File: src/rtl/serial_word_receiver_pkg.sv
// Shared types and constants for the serial word receiver.
// The optional parity feature is enabled with SERIAL_WORD_RECEIVER_PARITY_EN.
package serial_word_receiver_pkg;

    typedef enum logic [0:0] {
        IDLE  = 1'b0,
        SHIFT = 1'b1
    } state_t;

    localparam int   DEFAULT_WIDTH = 16;
    localparam logic DIR_LSB_FIRST = 1'b0;
    localparam logic DIR_MSB_FIRST = 1'b1;

    // Even-parity bit for a zero-extended word: 1 when the number of set bits is odd.
    function automatic logic even_parity(input logic [31:0] data);
        return ^data;
    endfunction

endpackage

File: src/rtl/serial_word_shifter.sv
// Direction-selectable shift register with a bit counter.
// Only the first WIDTH accepted bits of a frame are shifted in; any later bit is only counted.
module serial_word_shifter
    import serial_word_receiver_pkg::*;
#(
    parameter int WIDTH = DEFAULT_WIDTH,
    parameter int CNT_W = $clog2(WIDTH + 1)
) (
    input  logic             clk,
    input  logic             rst,
    input  logic             clear,
    input  logic             enable,
    input  logic             dir,
    input  logic             serial_in,
    output logic [WIDTH-1:0] data_word,
    output logic [CNT_W-1:0] bit_count
);

    logic [WIDTH-1:0] shift_reg_r;
    logic [WIDTH-1:0] shift_next_s;
    logic [CNT_W-1:0] cnt_r;
    logic [CNT_W-1:0] cnt_next_s;
    logic             in_data_s;

    function automatic logic [WIDTH-1:0] shift_one(input logic [WIDTH-1:0] cur,
                                                   input logic             d,
                                                   input logic             msb);
        if (msb == DIR_MSB_FIRST) begin
            return {cur[WIDTH-2:0], d};
        end else begin
            return {d, cur[WIDTH-1:1]};
        end
    endfunction

    // data_word is the data as it stands once this cycle's bit is taken, so the
    // top level can capture a completed word on the same edge the last bit arrives.
    assign in_data_s = (cnt_r < CNT_W'(WIDTH));
    assign data_word = in_data_s ? shift_one(shift_reg_r, serial_in, dir) : shift_reg_r;
    assign bit_count = cnt_r;

    // Next shift-register and counter values; clear with enable starts a new frame on this bit.
    always_comb begin
        shift_next_s = shift_reg_r;
        cnt_next_s   = cnt_r;
        if (clear) begin
            if (enable) begin
                shift_next_s = shift_one({WIDTH{1'b0}}, serial_in, dir);
                cnt_next_s   = CNT_W'(1);
            end else begin
                shift_next_s = {WIDTH{1'b0}};
                cnt_next_s   = {CNT_W{1'b0}};
            end
        end else if (enable) begin
            shift_next_s = data_word;
            cnt_next_s   = cnt_r + CNT_W'(1);
        end else begin
            shift_next_s = shift_reg_r;
            cnt_next_s   = cnt_r;
        end
    end

    // Shift register and counter state.
    always_ff @(posedge clk) begin
        if (rst) begin
            shift_reg_r <= {WIDTH{1'b0}};
            cnt_r       <= {CNT_W{1'b0}};
        end else begin
            shift_reg_r <= shift_next_s;
            cnt_r       <= cnt_next_s;
        end
    end

endmodule

File: src/rtl/serial_word_receiver.sv
// Serial-to-parallel receiver: frames a qualified bit stream into words with a valid/ready output.
// Define SERIAL_WORD_RECEIVER_PARITY_EN for a trailing even-parity bit and the parity_err output.
module serial_word_receiver
    import serial_word_receiver_pkg::*;
#(
    parameter int WIDTH = DEFAULT_WIDTH,
`ifdef SERIAL_WORD_RECEIVER_PARITY_EN
    parameter int CNT_W = $clog2(WIDTH + 2)
`else
    parameter int CNT_W = $clog2(WIDTH + 1)
`endif
) (
    input  logic             clk,
    input  logic             rst,
    input  logic             serial_in,
    input  logic             bit_valid,
    input  logic             start,
    input  logic             msb_first,
    output logic [WIDTH-1:0] word_out,
    output logic             word_valid,
    input  logic             word_ready,
    output logic             busy,
    output logic [CNT_W-1:0] bit_count,
    output logic             overrun
`ifdef SERIAL_WORD_RECEIVER_PARITY_EN
    ,
    output logic             parity_err
`endif
);

`ifdef SERIAL_WORD_RECEIVER_PARITY_EN
    localparam int FRAME_LEN = WIDTH + 1;
`else
    localparam int FRAME_LEN = WIDTH;
`endif
    localparam logic [CNT_W-1:0] LAST_IDX = CNT_W'(FRAME_LEN - 1);

    state_t           state_r;
    state_t           state_next_s;
    logic             dir_r;
    logic             dir_s;
    logic             clear_s;
    logic             enable_s;
    logic             done_s;
    logic [WIDTH-1:0] data_word_s;
    logic [CNT_W-1:0] bit_count_s;
    logic [WIDTH-1:0] word_out_r;
    logic             word_valid_r;
    logic             overrun_r;
`ifdef SERIAL_WORD_RECEIVER_PARITY_EN
    logic             parity_err_r;
`endif

    serial_word_shifter #(
        .WIDTH (WIDTH),
        .CNT_W (CNT_W)
    ) u_shifter (
        .clk       (clk),
        .rst       (rst),
        .clear     (clear_s),
        .enable    (enable_s),
        .dir       (dir_s),
        .serial_in (serial_in),
        .data_word (data_word_s),
        .bit_count (bit_count_s)
    );

    // Frame control: start (re)opens a frame from either state; the last bit closes it.
    always_comb begin
        state_next_s = state_r;
        dir_s        = dir_r;
        clear_s      = 1'b0;
        enable_s     = 1'b0;
        done_s       = 1'b0;
        if (start) begin
            state_next_s = SHIFT;
            dir_s        = msb_first;
            clear_s      = 1'b1;
            enable_s     = bit_valid;
        end else begin
            case (state_r)
                IDLE: begin
                    state_next_s = IDLE;
                end
                SHIFT: begin
                    if (bit_valid) begin
                        if (bit_count_s == LAST_IDX) begin
                            done_s       = 1'b1;
                            clear_s      = 1'b1;
                            state_next_s = IDLE;
                        end else begin
                            enable_s     = 1'b1;
                        end
                    end else begin
                        state_next_s = SHIFT;
                    end
                end
                default: begin
                    state_next_s = IDLE;
                end
            endcase
        end
    end

    // State, latched direction, output buffer and handshake.
    always_ff @(posedge clk) begin
        if (rst) begin
            state_r      <= IDLE;
            dir_r        <= DIR_MSB_FIRST;
            word_out_r   <= {WIDTH{1'b0}};
            word_valid_r <= 1'b0;
            overrun_r    <= 1'b0;
`ifdef SERIAL_WORD_RECEIVER_PARITY_EN
            parity_err_r <= 1'b0;
`endif
        end else begin
            state_r <= state_next_s;
            dir_r   <= dir_s;
            if (done_s && (!word_valid_r || word_ready)) begin
                word_out_r   <= data_word_s;
                word_valid_r <= 1'b1;
`ifdef SERIAL_WORD_RECEIVER_PARITY_EN
                // On the closing cycle serial_in carries the parity bit.
                parity_err_r <= even_parity(32'(data_word_s)) ^ serial_in;
`endif
            end else if (done_s) begin
                overrun_r <= 1'b1;
            end else if (word_valid_r && word_ready) begin
                word_valid_r <= 1'b0;
            end else begin
                word_valid_r <= word_valid_r;
            end
        end
    end

    assign word_out   = word_out_r;
    assign word_valid = word_valid_r;
    assign overrun    = overrun_r;
    assign busy       = (state_r == SHIFT);
    assign bit_count  = bit_count_s;
`ifdef SERIAL_WORD_RECEIVER_PARITY_EN
    assign parity_err = parity_err_r;
`endif

endmodule

File: config.mk
export PLATFORM = sky130hd
export DESIGN_NAME = serial_word_receiver
export DESIGN_NICKNAME = d
export VERILOG_FILES = /design/src/rtl/serial_word_receiver_pkg.sv /design/src/rtl/serial_word_shifter.sv /design/src/rtl/serial_word_receiver.sv
export SDC_FILE = /design/constraint.sdc
export NUM_CORES = 1
export LEC_CHECK = 0
export CAP_MARGIN = 25
export CORE_MARGIN = 2
export CORE_UTILIZATION = 57
export CTS_CLUSTER_SIZE = 25
export DETAILED_ROUTE_END_ITERATION = 16
export PLACE_DENSITY = 0.8
export SETUP_SLACK_MARGIN = 0.4
export SKIP_LAST_GASP = 1
export SYNTH_ARGS = -nofsm -noshare
export SYNTH_HDL_FRONTEND = slang
export SYNTH_SLANG_ARGS = --single-unit
export TNS_END_PERCENT = 5
File: constraint.sdc
create_clock -name clk -period 3.4 [get_ports clk]
set_input_delay 0.34 -clock clk [delete_from_list [all_inputs] [get_ports clk]]
set_output_delay 0.34 -clock clk [all_outputs]
set_load 0.1 [all_outputs]
==> results.yml, run 1 <==
drt:
  viasPerCell: 6.33
  first_pass_iters: 4
  ant_nets: 0
  drt_first_iter_violations: 92
  vias: 1747
  routed_wl_um: 4500
  drc: 0
  wl_per_cell_um: 16.3
global_routing:
  grt_pass1_vias: 1670
  grt_antenna_before_repair: 0
  grtUsageTotal: 0.246
  grt_pass1_wl_um: 7920
  grt.overflow.total: 0
  grt_start_max_net_pins: 48
final_layout:
  stdcell_count: 276
  most-common-layout-cells: "41 x dfxtp_1, 29 x clkdlybuf4s50_1, 17 x or4_1, 17 x nand2b_1, 16 x nand2_1"
  syn2layout_area_growth_pct: 17.7
  fillers: 273
  nets: 239
  n_antenna_cell: 0
  finish.utilization: 0.705
  mostFrequentLayoutCell: "dfxtp_1"
  drive_gt1_frac: 0.100
  fin_area_sq_um: 2390
yosys:
  synth_area_sq_um: 2030
  synth_top_area_cell: "dfxtp_1"
  synthTopCellsByArea: "dfxtp_1 40%, mux2i_1 7.4%, o221ai_2 6.7%, or4_1 6.3%, o2bb2ai_1 6.0%"
  mappedNetlistNets: 217
  ys_seq_area_frac: 0.404
  avgSynthCellArea_sq_um: 9.76
  synth-seq-cells: 41
  ys.flop_type: "dfxtp_1"
  ys_async_sr_fraction: 0
  ys_types: 38
  synth_top_area_share: 0.404
  ys.warnings.count: 0
  postSynthCellCount: 208
  synth_edf_count: 0
run_status:
  status: "finished clean"
sta:
  max_freq_mhz: 380
  tightest_slew_ps: 1020
  hold_viol: 0
  setup_viol: 0
  clock_skew_ps: 12.7
  relSlewSlack: 0.318
  period_share: 0.775
  fin_crit_ps: 2630
  finalSetupTns_ps: 0
  rsz0062_at_grt: "no"
  finalWorstSetupSlack_ps: 766
  slew_violations: 0
clocking:
  cts_hold_buf: 0
  cts_buffer_depth: 2
  ctsResizeCount: 0
  cts_sinks: 41
  cts.clk_slew.worst_paths_ps: 120
  post_cts_buffers: 0
  clk-insertion-delay-late_ps: 350
  numCtsBuffers: 5
  cts_tree: "done"
  h-tree-depth: 2
  cts-root-buf: "clkbuf_4"
critical_path:
  critPathArrivalTime_ps: 2830
  end_kind: "flop"
  setup.worst_path.start_class: "flop"
  crit_type: "flop to flop"
  required_ps: 3600
  critPathMaxFanout: 19
placed_design:
  hpwl_um: 3100
  placedInstanceArea_sq_um: 2330
  dp_slack_ps: 758
  dp.cells: 269
  routabilityCongestion: 0.838
  port_buffers: 30
floorplanning:
  core_sq_um: 3390
  num_rows: 21
  die_h_um: 63.7
  initial_core_util: 0.599
  num_io_pins: 31
  die_x_um: 63.7
  die_area_sq_um: 4060
job:
  max_cap_violations: 0
pwr:
  powerDensity_nw_per_um2: 341
  ir_worst_vdd_mv: 0.278
  p_leak_nw: 0.747
min_path:
  hold_path.class: "flop to flop"
[stage by stage]
stage | hold slack [ps] | total power, mW
floorplan | 474 | 0.554
global placement | 461 | 0.574
detailed placement | 484 | 0.575
CTS | 506 | 0.819
global route | 539 | 0.849
finish | 504 | 0.815
[cell usage after synthesis, types with 2 or more instances]
master	instances
or3_1	3
o32ai_1	2
buf_2	5
o221ai_1	5
clkbuf_1	12
or4_1	17
nor2b_1	4
a2bb2oi_1	3
a21oi_1	7
nand3_1	3
nand2b_1	17
ha_1	2
o21ai_0	2
nand2_1	16
o221ai_2	9
o22ai_1	2
mux2i_1	15
mux2_1	2
inv_1	4
dfxtp_1	41
nor2_1	7
o2bb2ai_1	14
[report_power, final]
group / internal (mW) / switching [mW] / leakage, nW
combinational: 0.0301 / 0.0459 / 0.385
clock: 0.0969 / 0.153 / 0.0303
sequential: 0.484 / 0.00562 / 0.331
total: 0.610 / 0.204 / 0.747
[sequential cells by signal, indices dropped and copies added, names as in the netlist]
| signal | flops |
|---|---|
| busy | 1 |
| dir_r | 1 |
| overrun | 1 |
| u_shifter.bit_count | 5 |
| u_shifter.shift_reg_r | 16 |
| word_out | 16 |
| word_valid | 1 |
[path summary, 6_finish.rpt]
kind / from / endpoint / slack [ps] / depth (start not counted)
min reg2reg: word_out[15] / word_out[15] / 500 / 2
max: u_shifter.bit_count[0] / word_out[3] / 770 / 7
min: word_out[15] / word_out[15] / 500 / 2
max reg2reg: u_shifter.bit_count[0] / word_out[3] / 770 / 7
[critical path, stage by stage (launching register included)]
cell      delay (ps)
dfxtp_1          460
ha_1             240
and3_1           180
ha_1             300
nand4b_1         160
buf_4            230
nor2_2           690
o221ai_1         230
[routing by layer]
| layer | track usage | vias up | part of all wire |
|---|---|---|---|
| met2 | 0.383 | 56 | 0.48 |
| met3 | 0.0625 | 6 | 0.057 |
| met5 | 0 | - | 0 |
| met1 | 0.332 | 843 | 0.45 |
| li1 | - | 842 | - |
| met4 | 0.0842 | 0 | 0.010 |
[cells by family after synthesis]
kind of cell | Yosys count | share of synthesized area
buffers and inverters | 23 | 0.0493
AO/OA/AOI/OAI | 49 | 0.222
multiplexers | 18 | 0.0961
adder cells (fa/ha/maj) | 2 | 0.0123
flip-flops | 41 | 0.404
AND/OR/NAND/NOR | 75 | 0.216
[area by class of cell]
class,instances,area (sq um),share of cell area
clock buffer,6,51.3,0.0215
sequential,41,821,0.343
tap,46,57.6,0.0241
clock inverter,1,7.51,0.00314
timing repair buffer,34,328,0.137
multi-input combinational,144,1110,0.464
inverter,4,15.0,0.00628
(Power assumes the default switching activity.)
==> run 2: changes to the inputs <==
--- a/config.mk
+++ b/config.mk
@@ -7,10 +7,10 @@
 export LEC_CHECK = 0
 export CAP_MARGIN = 25
 export CORE_MARGIN = 2
-export CORE_UTILIZATION = 57
+export CORE_UTILIZATION = 53
 export CTS_CLUSTER_SIZE = 25
 export DETAILED_ROUTE_END_ITERATION = 16
-export PLACE_DENSITY = 0.8
+export PLACE_DENSITY = 0.75
 export SETUP_SLACK_MARGIN = 0.4
 export SKIP_LAST_GASP = 1
 export SYNTH_ARGS = -nofsm -noshare
==> constraint.sdc (replaced) <==
create_clock -name clk -period 2.5 [get_ports clk]
set_input_delay 0.25 -clock clk [delete_from_list [all_inputs] [get_ports clk]]
set_output_delay 0.25 -clock clk [all_outputs]
set_load 0.1 [all_outputs]
==> run 2 against run 1 <==
  * Clock power up 92%
  * Register-to-register slack got worse by 300 ps
  * Critical path type unchanged
  * Combinational power up 46%
  * Wire length increased by 6.4%
  * Hold slack got worse by 16 ps
  * Sequential share of layout area is 0.44 points lower
  * Final cell count up 3.3%
  * Sequential power rose by 35%
  * Largest cell class unchanged
  * Critical path depth stayed put
  * Global-route usage increased by 0.39 points
  * Sequential cell count stayed put
==> results.yml, run 2 (synthesis results as in run 1) <==
drt:
  routed_wl_um: 4790
  drt_first_iter_violations: 123
  vias: 1734
  viasPerCell: 6.08
  drc: 0
  ant_nets: 0
  wl_per_cell_um: 16.8
  first_pass_iters: 4
global_routing:
  grtUsageMet3: 0.0664
  grt_antenna_before_repair: 0
  grt_start_max_net_pins: 26
  grt.overflow.total: 0
  grtUsageMet1: 0.314
  grt_pass1_vias: 1703
  grt-busiest-layer: "met2"
  grtUsageTotal: 0.250
  grt_pass1_wl_um: 8200
  use_met2: 0.408
critical_path:
  rrSetupSlack_ps: 470
  reg2reg_from: "u_shifter.bit_count[0]"
  reg2reg_depth: 7
  required_ps: 2710
  cp-startpoint: "u_shifter.bit_count[0]"
  timing.rr.end: "word_out[13]"
  setup.worst_path.start_class: "flop"
  cp-endpoint: "word_out[13]"
  end_kind: "flop"
  critPathArrivalTime_ps: 2240
  critPathMaxFanout: 14
  crit_type: "flop to flop"
pwr:
  pwr-share-clk: 0.383
  power_frac_seq: 0.528
  p_sw_uw: 303
  swShare: 0.243
  powerDensity_nw_per_um2: 505
  p_leak_nw: 0.847
  comb_power_share: 0.088
  ir_worst_vdd_mv: 0.365
  intPower_uw: 947
sta:
  fin_crit_ps: 2030
  clock_skew_ps: 7.12
  max_freq_mhz: 492
  finalSetupTns_ps: 0
  fin_hold_ws_ps: 488
  tightest_slew_ps: 532
  relSlewSlack: 0.646
  rsz0062_at_grt: "yes"
  setup_viol: 0
  period_share: 0.813
  hold_viol: 0
  slew_violations: 0
final_layout:
  finish.utilization: 0.676
  n_antenna_cell: 0
  mostFrequentLayoutCell: "dfxtp_1"
  syn2layout_area_growth_pct: 21.9
  nets: 245
  fin_area_sq_um: 2480
  drive_gt1_frac: 0.262
  fillers: 310
  most-common-layout-cells: "36 x dfxtp_1, 34 x buf_4, 17 x or4_1, 17 x nand2b_1, 16 x nand2_1"
clocking:
  cts_hold_buf: 0
  h-tree-depth: 2
  ctsResizeCount: 0
  cts_buffer_depth: 2
  cts-root-buf: "clkbuf_8"
  cts_tree: "done"
  cts.clk_slew.worst_paths_ps: 80
  numCtsBuffers: 5
  cts_sinks: 41
  clk-insertion-delay-late_ps: 290
  post_cts_buffers: 0
floorplanning:
  die_h_um: 65.9
  die_x_um: 65.9
  num_io_pins: 31
  initial_core_util: 0.555
  num_rows: 22
  die_area_sq_um: 4340
  core_sq_um: 3660
placed_design:
  routabilityCongestion: 0.745
  hpwl_um: 3220
  port_buffers: 30
  placedInstanceArea_sq_um: 2370
run_status:
  status: "finished clean"
min_path:
  hold_path.class: "flop to flop"
job:
  max_cap_violations: 0
==> run 2: changes by cell type in the layout (fill, tap and decap cells not counted), moves of 2 or more <==
cell / change
dfxtp_1: -5
ha_1: -2
clkbuf_8: +6
clkbuf_4: -5
buf_4: +29
clkdlybuf4s50_1: -23
ha_4: +2
dfxtp_4: +5
==> run 2: layer usage <==
metal / vias to the layer above / routed length, um
met5: - / 0
met4: 0 / 85
met3: 8 / 176
met2: 36 / 2280
met1: 839 / 2250
li1: 851 / -
==> run 2: how the worst min path moves through the flow <==
stage / startpoint / end / slack [ps] / cells past startpoint
6_report: word_out[0] / word_out[0] / 490 / 2
4_1_cts: word_out[0] / word_out[0] / 490 / 2
3_3_place_gp: overrun / overrun / 470 / 1
2_1_floorplan: word_ready / word_valid / 460 / 2
3_5_place_dp: word_out[0] / word_out[0] / 470 / 2
5_1_grt: word_out[0] / word_out[0] / 520 / 2
==> run 2: metrics by stage <==
step | cells | power [mW] | worst slack (ps)
floorplan | 208 | 0.750 | 299
finish | 285 | 1.25 | 467
global route | 285 | 1.30 | 393
detailed placement | 277 | 0.785 | 433
global placement | 277 | 0.782 | 474
CTS | 285 | 1.26 | 448
==> run 2: area by class of cell <==
type,instances,area (sq um),share of cell area
clock buffer,7,96.3,0.0389
clock inverter,1,5.00,0.00202
inverter,4,15.0,0.00606
multi-input combinational,144,1140,0.462
sequential,41,840,0.339
tap,48,60.1,0.0243
timing repair buffer,40,315,0.127
==> run 2: power groups by stage <==
stage          logic (mW)  clock network, mW  registers [mW]
2_1_floorplan      0.0597                  0           0.690
3_3_place_gp        0.107                  0           0.675
3_5_place_dp        0.110                  0           0.675
4_1_cts             0.110              0.492           0.660
5_1_grt             0.117              0.522           0.661
6_report            0.111              0.479           0.660
==> run 2: critical path, cell delays in order (launching register included) <==
cell and delay (ps):
dfxtp_4 380, ha_4 140, and3_4 190, ha_4 170, nand4b_1 130, or4_1 490, buf_4 220, o221ai_2 220
